--- config.mk ---
export PLATFORM = sky130hd
export DESIGN_NAME = keccak_msg_padder
export DESIGN_NICKNAME = d
export VERILOG_FILES = /design/src/rtl/keccak_pkg.sv /design/src/rtl/keccak_word_pad.sv /design/src/rtl/keccak_msg_padder.sv
export SDC_FILE = /design/constraint.sdc
export NUM_CORES = 2
export LEC_CHECK = 0
export CAP_MARGIN = 15
export CORE_AREA = 2 2 450 452
export CTS_CLUSTER_DIAMETER = 150
export CTS_CLUSTER_SIZE = 25
export DETAILED_ROUTE_END_ITERATION = 8
export DIE_AREA = 0 0 452 454
export PLACE_DENSITY = 0.47
export SETUP_SLACK_MARGIN = 0.3
export SLEW_MARGIN = 0
export SYNTH_ARGS = -nofsm -noshare
export SYNTH_HDL_FRONTEND = slang
export SYNTH_SLANG_ARGS = --single-unit
--- constraint.sdc ---
create_clock -name i_clk -period 3.08 [get_ports i_clk]
set_clock_uncertainty 0.05 [all_clocks]
set_input_delay 0.462 -clock i_clk [delete_from_list [all_inputs] [get_ports i_clk]]
set_output_delay 0.462 -clock i_clk [all_outputs]
set_load 0.02 [all_outputs]
--- src/rtl/keccak_pkg.sv ---
// Shared constants and state type for the Keccak message padder.
// Original-Keccak multi-rate padding: 0x01 after the message, 0x80 in the last rate byte.
package keccak_pkg;

  localparam int KECCAK_R = 1088;
  localparam int KECCAK_W = 64;
  localparam int WORDS    = KECCAK_R / KECCAK_W;
  localparam int BYTES    = KECCAK_R / 8;

  localparam logic [7:0] PAD_FIRST = 8'h01;
  localparam logic [7:0] PAD_LAST  = 8'h80;

  typedef enum logic [1:0] {
    ST_FILL  = 2'd0,
    ST_EXTRA = 2'd1,
    ST_OUT   = 2'd2
  } pad_state_e;

endpackage

--- src/rtl/keccak_word_pad.sv ---
// Masks the final message word and drops the 0x01 pad byte into its first free byte.
// A full final word is passed through untouched with pad_placed low.
module keccak_word_pad
  import keccak_pkg::*;
#(
  parameter  int W  = 64,
  localparam int NB = W / 8,
  localparam int BW = $clog2(NB) + 1
) (
  input  logic [W-1:0]  word,
  input  logic [BW-1:0] bytes,
  input  logic          last,
  output logic [W-1:0]  padded,
  output logic          pad_placed
);

  always_comb begin
    padded     = word;
    pad_placed = 1'b0;
    if (last && (bytes < BW'(NB))) begin
      pad_placed = 1'b1;
      for (int k = 0; k < NB; k++) begin
        if (BW'(k) == bytes) begin
          padded[8*k +: 8] = PAD_FIRST;
        end else if (BW'(k) > bytes) begin
          padded[8*k +: 8] = 8'h00;
        end
      end
    end
  end

endmodule

--- src/rtl/keccak_msg_padder.sv ---
// Packs message words into rate-sized blocks and applies Keccak multi-rate padding.
// A message whose last word exactly fills a block gets a trailing padding-only block.
module keccak_msg_padder
  import keccak_pkg::*;
#(
  parameter int R  = KECCAK_R,
  parameter int W  = KECCAK_W,
  parameter int CW = 8
) (
  input  logic                 i_clk,
  input  logic                 i_rst_n,
  input  logic                 i_valid,
  output logic                 o_ready,
  input  logic [W-1:0]         i_data,
  input  logic                 i_last,
  input  logic [$clog2(W/8):0] i_bytes,
  output logic                 o_valid,
  input  logic                 i_ready,
  output logic [R-1:0]         o_block,
  output logic                 o_last,
  output logic [CW-1:0]        o_block_cnt
);

  // state    | meaning
  // ST_FILL  | accepting words into the block buffer
  // ST_EXTRA | building the padding-only block after a pad-less full block
  // ST_OUT   | block presented, waiting for the consumer

  localparam int NWORDS = R / W;
  localparam int IW     = (NWORDS > 1) ? $clog2(NWORDS) : 1;
  localparam logic [IW-1:0] LAST_IDX = IW'(NWORDS - 1);

  pad_state_e                  state_q, state_d;
  logic [NWORDS-1:0][W-1:0]    blk_q, blk_d;
  logic [IW-1:0]               idx_q, idx_d;
  logic                        last_q, last_d;
  logic                        extra_q, extra_d;
  logic [CW-1:0]               cnt_q, cnt_d;
  logic [CW-1:0]               cnt_inc;
  logic [W-1:0]                padded;
  logic                        pad_placed;
  logic                        accept;

  keccak_word_pad #(.W(W)) u_word_pad (
    .word       (i_data),
    .bytes      (i_bytes),
    .last       (i_last),
    .padded     (padded),
    .pad_placed (pad_placed)
  );

  assign accept  = i_valid && o_ready;
  assign cnt_inc = (cnt_q == '1) ? cnt_q : cnt_q + 1'b1;

  assign o_valid     = (state_q == ST_OUT);
  assign o_block     = blk_q;
  assign o_last      = last_q;
  assign o_block_cnt = cnt_q;

  always_comb begin
    state_d = state_q;
    blk_d   = blk_q;
    idx_d   = idx_q;
    last_d  = last_q;
    extra_d = extra_q;
    cnt_d   = cnt_q;
    o_ready = 1'b0;

    unique case (state_q)
      ST_FILL: begin
        // Gated by reset so the source sees not-ready while reset is held.
        o_ready = i_rst_n;
        if (accept) begin
          blk_d[idx_q] = padded;
          idx_d        = idx_q + 1'b1;
          last_d       = 1'b0;
          if (i_last) begin
            for (int j = 0; j < NWORDS; j++) begin
              if (IW'(j) > idx_q) blk_d[j] = '0;
            end
            if (!pad_placed && (idx_q == LAST_IDX)) begin
              extra_d = 1'b1;
            end else begin
              if (!pad_placed) blk_d[idx_q + 1'b1][7:0] = PAD_FIRST;
              blk_d[NWORDS-1][W-1 -: 8] = blk_d[NWORDS-1][W-1 -: 8] | PAD_LAST;
              last_d = 1'b1;
            end
          end
          if (i_last || (idx_q == LAST_IDX)) begin
            idx_d   = '0;
            cnt_d   = cnt_inc;
            state_d = ST_OUT;
          end
        end
      end

      ST_OUT: begin
        if (i_ready) begin
          if (extra_q) begin
            state_d = ST_EXTRA;
          end else begin
            if (last_q) cnt_d = '0;
            state_d = ST_FILL;
          end
        end
      end

      ST_EXTRA: begin
        blk_d          = '0;
        blk_d[0][7:0]  = PAD_FIRST;
        blk_d[NWORDS-1][W-1 -: 8] = blk_d[NWORDS-1][W-1 -: 8] | PAD_LAST;
        last_d  = 1'b1;
        extra_d = 1'b0;
        cnt_d   = cnt_inc;
        state_d = ST_OUT;
      end

      default: begin
        state_d = ST_FILL;
      end
    endcase
  end

  always_ff @(posedge i_clk or negedge i_rst_n) begin
    if (!i_rst_n) begin
      state_q <= ST_FILL;
      blk_q   <= '0;
      idx_q   <= '0;
      last_q  <= 1'b0;
      extra_q <= 1'b0;
      cnt_q   <= '0;
    end else begin
      state_q <= state_d;
      blk_q   <= blk_d;
      idx_q   <= idx_d;
      last_q  <= last_d;
      extra_q <= extra_d;
      cnt_q   <= cnt_d;
    end
  end

endmodule
* Yosys cells after proc, flatten, opt, wreduce, memory -nomap -nowiden *
Index checks and enable logic that the tools add are counted.

storage, ports and cells
  input bits = 73
  flip-flop bits (word level) = 1105
  logic and storage cells = 207
  output and inout port bits = 1099

cells by class
  add/sub/neg operators = 2
  muxes and demuxes = 119
  reductions and logical operators = 16
  magnitude comparators = 30
  equal/unequal tests = 18

operators with widths
  cell                                                           count
  2-to-1 mux 64 bit                                              70
  2-to-1 mux 1088 bit                                            3
  bitwise mux 1088 bit                                           2
  case mux 1088 bit (2 select lines)                             1
  2-to-1 mux 1087 bit                                            1
  demux 64 bit (select 5 bit)                                    2
  2-to-1 mux 8 bit                                               23
  greater-than comparator 4 x 5 -> 1 bit (first input constant)  8
  case mux 8 bit (3 select lines)                                1
  greater-than comparator 3 x 5 -> 1 bit (first input constant)  4
  equality test 3 x 4 -> 1 bit (first input constant)            4
  greater-than comparator 3 x 4 -> 1 bit (first input constant)  4
  < comparator 5 x 6 -> 1 bit (second input constant)            2
  >= comparator 5 x 1 -> 1 bit (second input constant)           2
  greater-than comparator 1 x 5 -> 1 bit (first input constant)  2
  greater-than comparator 2 x 5 -> 1 bit (first input constant)  2
  != test 2 bit (second input constant)                          5
  2-to-1 mux 1 bit                                               9
  adder 8 x 1 -> 8 bit (second input constant)                   1
  equality test 2 x 4 -> 1 bit (first input constant)            2
  equality test 8 bit (second input constant)                    1
  greater-than comparator 1 x 4 -> 1 bit (first input constant)  2
  greater-than comparator 2 x 4 -> 1 bit (first input constant)  2
  2-to-1 mux 2 bit                                               3
  other kinds (22)                                               29

* Logic depth before layout (Yosys ltp) *
  word-level depth = 15
  gate-level depth with buffers = 11
  mapped depth without buffers = 7

* By module *
From an unflattened synthesis, not the netlist that was laid out.

second synthesis, totals
  cell total of the unflattened synthesis = 5218
  area total of the unflattened synthesis = 46636.0 sq um

by module, submodules not included
  module             area each (sq um)  cells an instance  times used
  keccak_msg_padder  46054.2            5129               1
  keccak_word_pad    581.8              89                 1

* Worst setup path before layout *
OpenSTA, ideal clock, no wires.

  kind = register to register
  start point = register idx_q[0]
  end point = register blk_q, in the netlist o_block[149]
  clock period less this slack = 2420 ps
  data required time = 2894 ps
  stages on the path, launching flop included = 12
  path slack = 660 ps
  path buffers = 4
  arrival = 2234 ps
  cell sequence = dfrtp_1 buf_2 inv_1 ha_1 or3_1 and3b_1 buf_2 and3_1 buf_6 buf_2 nand3_1 a21oi_1

on the way
  longest elaborated chain between the ends = 15
  elaborated cells on any way between the ends = 21

RTL lines
  what                                                                                               line                      RTL
  start, declared                                                                                    keccak_msg_padder.sv:35   logic [IW-1:0] idx_q, idx_d;
  start signal, assigned                                                                             keccak_msg_padder.sv:135  idx_q <= idx_d;
  < comparator 5 x 6 -> 1 bit (implied by the code) or >= comparator 5 x 1 -> 1 bit (tied branches)  keccak_msg_padder.sv:74   blk_d[idx_q] = padded;
  logical AND 1 bit (implied by the code)                                                            keccak_msg_padder.sv:74
  2-to-1 mux 64 bit (implied by the code)                                                            keccak_msg_padder.sv:74
  demux 64 bit (select 5 bit)                                                                        keccak_msg_padder.sv:74
  bitwise mux 1088 bit                                                                               keccak_msg_padder.sv:74
  2-to-1 mux 64 bit                                                                                  keccak_msg_padder.sv:79   if (IW'(j) > idx_q) blk_d[j] = '0;
  2-to-1 mux 64 bit                                                                                  keccak_msg_padder.sv:77   if (i_last) begin
  2-to-1 mux 64 bit                                                                                  keccak_msg_padder.sv:73   if (accept) begin
  2-to-1 mux 64 bit                                                                                  keccak_msg_padder.sv:69   unique case (state_q)
  bitwise mux 1088 bit                                                                               keccak_msg_padder.sv:84   if (!pad_placed) blk_d[idx_q + 1'b1][7:0] = PAD_FIRST;
  2-to-1 mux 1087 bit                                                                                keccak_msg_padder.sv:84
  2-to-1 mux 1088 bit                                                                                keccak_msg_padder.sv:81   if (!pad_placed && (idx_q == LAST_IDX)) begin
  2-to-1 mux 1088 bit (*)                                                                            keccak_msg_padder.sv:77
  2-to-1 mux 1088 bit (*)                                                                            keccak_msg_padder.sv:73
  case mux 1088 bit (2 select lines) (*)                                                             keccak_msg_padder.sv:69
  end signal, assigned                                                                               keccak_msg_padder.sv:134  blk_q <= blk_d;
  end, declared                                                                                      keccak_msg_padder.sv:34   logic [NWORDS-1:0][W-1:0] blk_q, blk_d;

Mark *: on every way between the ends. The rest lies on a longest branch, timed or not. The select of a mux whose other input is x is not followed.
A chain may end at the register's enable or synchronous reset.

* Worst setup path after layout *
  start point = register state_q[0]
  end point = output port o_valid

on the way
  longest elaborated chain between the ends = 1

RTL lines
  what                    line                      RTL
  start, declared         keccak_msg_padder.sv:33   pad_state_e state_q, state_d;
  start signal, assigned  keccak_msg_padder.sv:133  state_q <= state_d;
  equality test 2 bit     keccak_msg_padder.sv:55   assign o_valid = (state_q == ST_OUT);
  end, declared           keccak_msg_padder.sv:17   output logic o_valid,

No other way between the ends.

==> flow_summary.yaml <==
route:
  vias_per_cell: 4.72
  drt_wl_total_um: 239000
  drt.antenna.violating_nets: 0
  drt_iter0_markers: 3485
  drt_pre_antenna_iters: 5
  vias: 41882
  post_drt_wl_per_cell_um: 27.0
  remaining_drc_errors: 0
cells_and_area:
  multiInputGateArea_sq_mm: 0.0168
  fillCellCount: 20807
  ff_latch_area_sq_mm: 0.0277
  nets: 6265
  drive_gt1_share_pct: 7.33
  area.growth.synth_to_final_pct: 40.3
  post_layout_nonfiller_instances: 8869
pwr:
  powerDensity_mw_per_mm2: 570
  switching_share_pct: 35.5
  comb_power_share_pct: 30.0
  p_int_uw: 23700
  p_seq_share_pct: 46.9
  ir_drop_mv: 0.461
  power_leakage_uw: 0.0291
  p_switching_uw: 13000
  clkPwrFrac_pct: 23.1
global_route:
  grt-ovfl-total: 0
  grt_first_pass_wirelength_um: 328000
  track_usage_pct: 22.4
  grt_pass1_vias: 39795
  antenna_found_initial: 17
  grt_max_degree: 167
clock_network:
  cts-root-buf: "clkbuf_16"
  path_clk_slew_ns: 0.11
  clockBufferDepth: 3
  cts_tree: "done"
  cts_max_level: 2
  clk-insertion-delay-late_ns: 0.73
  numCtsBuffers: 52
  clock_sinks: 1105
die:
  initial_utilization_pct: 22.9
  rows: 165
  die_h_um: 454
  boundaryPins: 1172
  coreArea_sq_mm: 0.201
  dieArea_sq_mm: 0.205
  die_x_um: 452
synth:
  seq_area_frac_synth_pct: 60.2
  ys_ff_latch: 1105
  ys.flop_type: "dfrtp_1"
  yosys_warnings: 0
  netlist_area_sq_mm: 0.0460
  synth.top_cells.by_area: "dfrtp_1 60%, nor2_1 14%, a21oi_1 11%"
  netlist_instances: 5139
  avgSynthCellArea_sq_um: 8.94
  yosysUniqueCellTypes: 77
  async_flop_share_pct: 100
  synth-edff-count: 0
  syn_nets: 5218
  yosysTopAreaCell: "dfrtp_1"
  synth_top_area_share_pct: 60.2
worst_setup_path:
  crit-reg2reg-launch: "idx_q[0]"
  cp.arrival_ns: 2.20
  critical_path_buf_inv_count: 3
  start_kind: "flip-flop"
  critical-path-top-delay-family: "buffers and inverters"
  cp_slowest_stage_delay_ns: 0.55
  cp-end-kind: "primary output"
  slowest_stage: "dfrtp_2"
  r2r-end: "o_block[647]"
  cp.required_ns: 2.57
  worstPathCellList: "nand2b_1 -> buf_4 -> inv_1 -> clkdlybuf4s15_1"
  cp_max_fo: 11
  crit_type: "reg2out"
  reg2reg_slack_ns: 0.42
  reg2regPathDepth: 9
timing:
  worst_slew_pin_slew_ns: 1.14
  final.setup.tns_ns: 0
  hold_viol_final: 0
  rsz0062_at_grt: "yes"
  slew-limit-headroom_pct: 24.0
  fmax_mhz: 369
  min_period_ns: 2.71
  setup_viol: 0
  timing.final.crit_share_pct: 87.9
  maxSlewViolCount: 0
run:
  cap_violations: 0
placed_design:
  dp_cells: 8803
  hpwlAfterDp_um: 170000
  io_buffer_count: 1171
  routabilityCongestion: 0.872
hold_path:
  min_path_type: "in2async"
run_status:
  outcome: "finished, final reports clean"
## final cells by class
class                      count  share of cell area (%)
sequential                  1105                    42.9
antenna                        3                  0.0116
timing repair buffer        1443                    23.7
inverter                       8                  0.0466
tap                         2672                    5.18
clock inverter                 8                   0.153
multi-input combinational   3576                    26.0
clock buffer                  54                    2.08
## cell usage in the layout (no fill, tap or decap), drive strengths merged, types with 5 or more instances in the layout
cell type / count
a211oi: 43
a21o: 5
a21oi: 1044
a31oi: 10
and2: 14
and3: 14
and4bb: 7
buf: 272
clkbuf: 54
clkdlybuf4s50: 1168
dfrtp: 1105
ha: 6
inv: 14
nand2: 272
nand2b: 26
nand3: 179
nor2: 1743
nor2b: 12
nor3: 9
o21ai: 85
o21bai: 7
o2bb2ai: 8
o31ai: 8
or2: 5
or3: 9
## Yosys cell counts, types with 5 or more instances
library cell and count:
o21bai_1 5, nand3_1 178, and2_1 13, nor2_1 1743
nand2b_1 24, nor2b_1 12, buf_1 30, or3_1 8
buf_6 9, buf_4 24, inv_1 7, o21ai_1 6
a31oi_1 10, o31ai_1 7, a21oi_1 1042, and4bb_2 7
o21ai_2 9, ha_1 6, nor3_1 9, buf_2 234
o21ai_0 70, o2bb2ai_1 8, and3_1 14, nand2_1 268
a21o_1 5, dfrtp_1 1105, a211oi_1 43, clkbuf_1 150
## through the flow
step                      area [sq um]  util (%)  hold WS, ns  power (uW)  setup WS, ns
after floorplan                  46000         -        0.116       22000         0.660
after global routing             64500      32.1        0.202       38300         0.276
final                            64500      32.1        0.243       36700         0.372
after global placement           63000      31.4        0.238       28500        0.0809
after detailed placement         63000      31.4        0.238       28600        0.0656
after CTS                        64500      32.1        0.167       37100         0.317
## registers in the layout (all words and copies together), names as in the netlist
name / cells
extra_q: 1
o_block: 1088
o_last: 1
state_q: 2
o_block_cnt: 8
idx_q: 5
## how the worst max path moves through the flow
stage / slack [ns] / endpoint / start / cells after the start
after global routing: 0.28 / o_block[645] / idx_q[0] / 9
after CTS: 0.32 / o_valid / state_q[0] / 4
after detailed placement: 0.07 / o_block[775] / i_bytes[3] / 9
after global placement: 0.08 / o_block[775] / i_bytes[3] / 9
after floorplan: 0.66 / o_block[149] / idx_q[0] / 11
final: 0.37 / o_valid / state_q[0] / 4
## power groups by stage
| stage | clock [uW] | combinational (uW) | sequential, uW |
|---|---|---|---|
| floorplan | 0 | 2640 | 19300 |
| global placement | 0 | 11100 | 17500 |
| detailed placement | 0 | 11100 | 17500 |
| CTS | 8780 | 11100 | 17200 |
| global route | 9190 | 11600 | 17400 |
| finish | 8480 | 11000 | 17200 |
## what timing repair did
item | in CTS | in global routing
hold buffers | 1 | 0
hold endpoints to repair | 208 | 0
setup buffers | 0 | 0
setup endpoints to repair | 2 | 94
gates resized for setup | 3 | 5
## kinds of logic (layout without fill, tap and decap cells)
logic type               count (synthesis)  count (layout)  synth area share, %
multiplexers                             4               4                0.114
buffers and inverters                  458            1513                 4.73
other                                    0               3                    0
XOR/XNOR                                 4               4               0.0763
flip-flops                            1105            1105                 60.2
AO/OA/AOI/OAI                         1243            1243                 14.3
adder cells (fa/ha/maj)                  6               6                0.163
AND/OR/NAND/NOR                       2319            2319                 20.4
## metal layers
metal	global-route usage (%)	up-vias	share of wire [%]
met2	37.2	1555	48
met1	28.5	21144	41
met3	4.85	309	6.8
met4	8.40	0	4.3
met5	0	-	0
li1	-	18874	-
No activity file was read; power rests on OpenSTA's default activity.
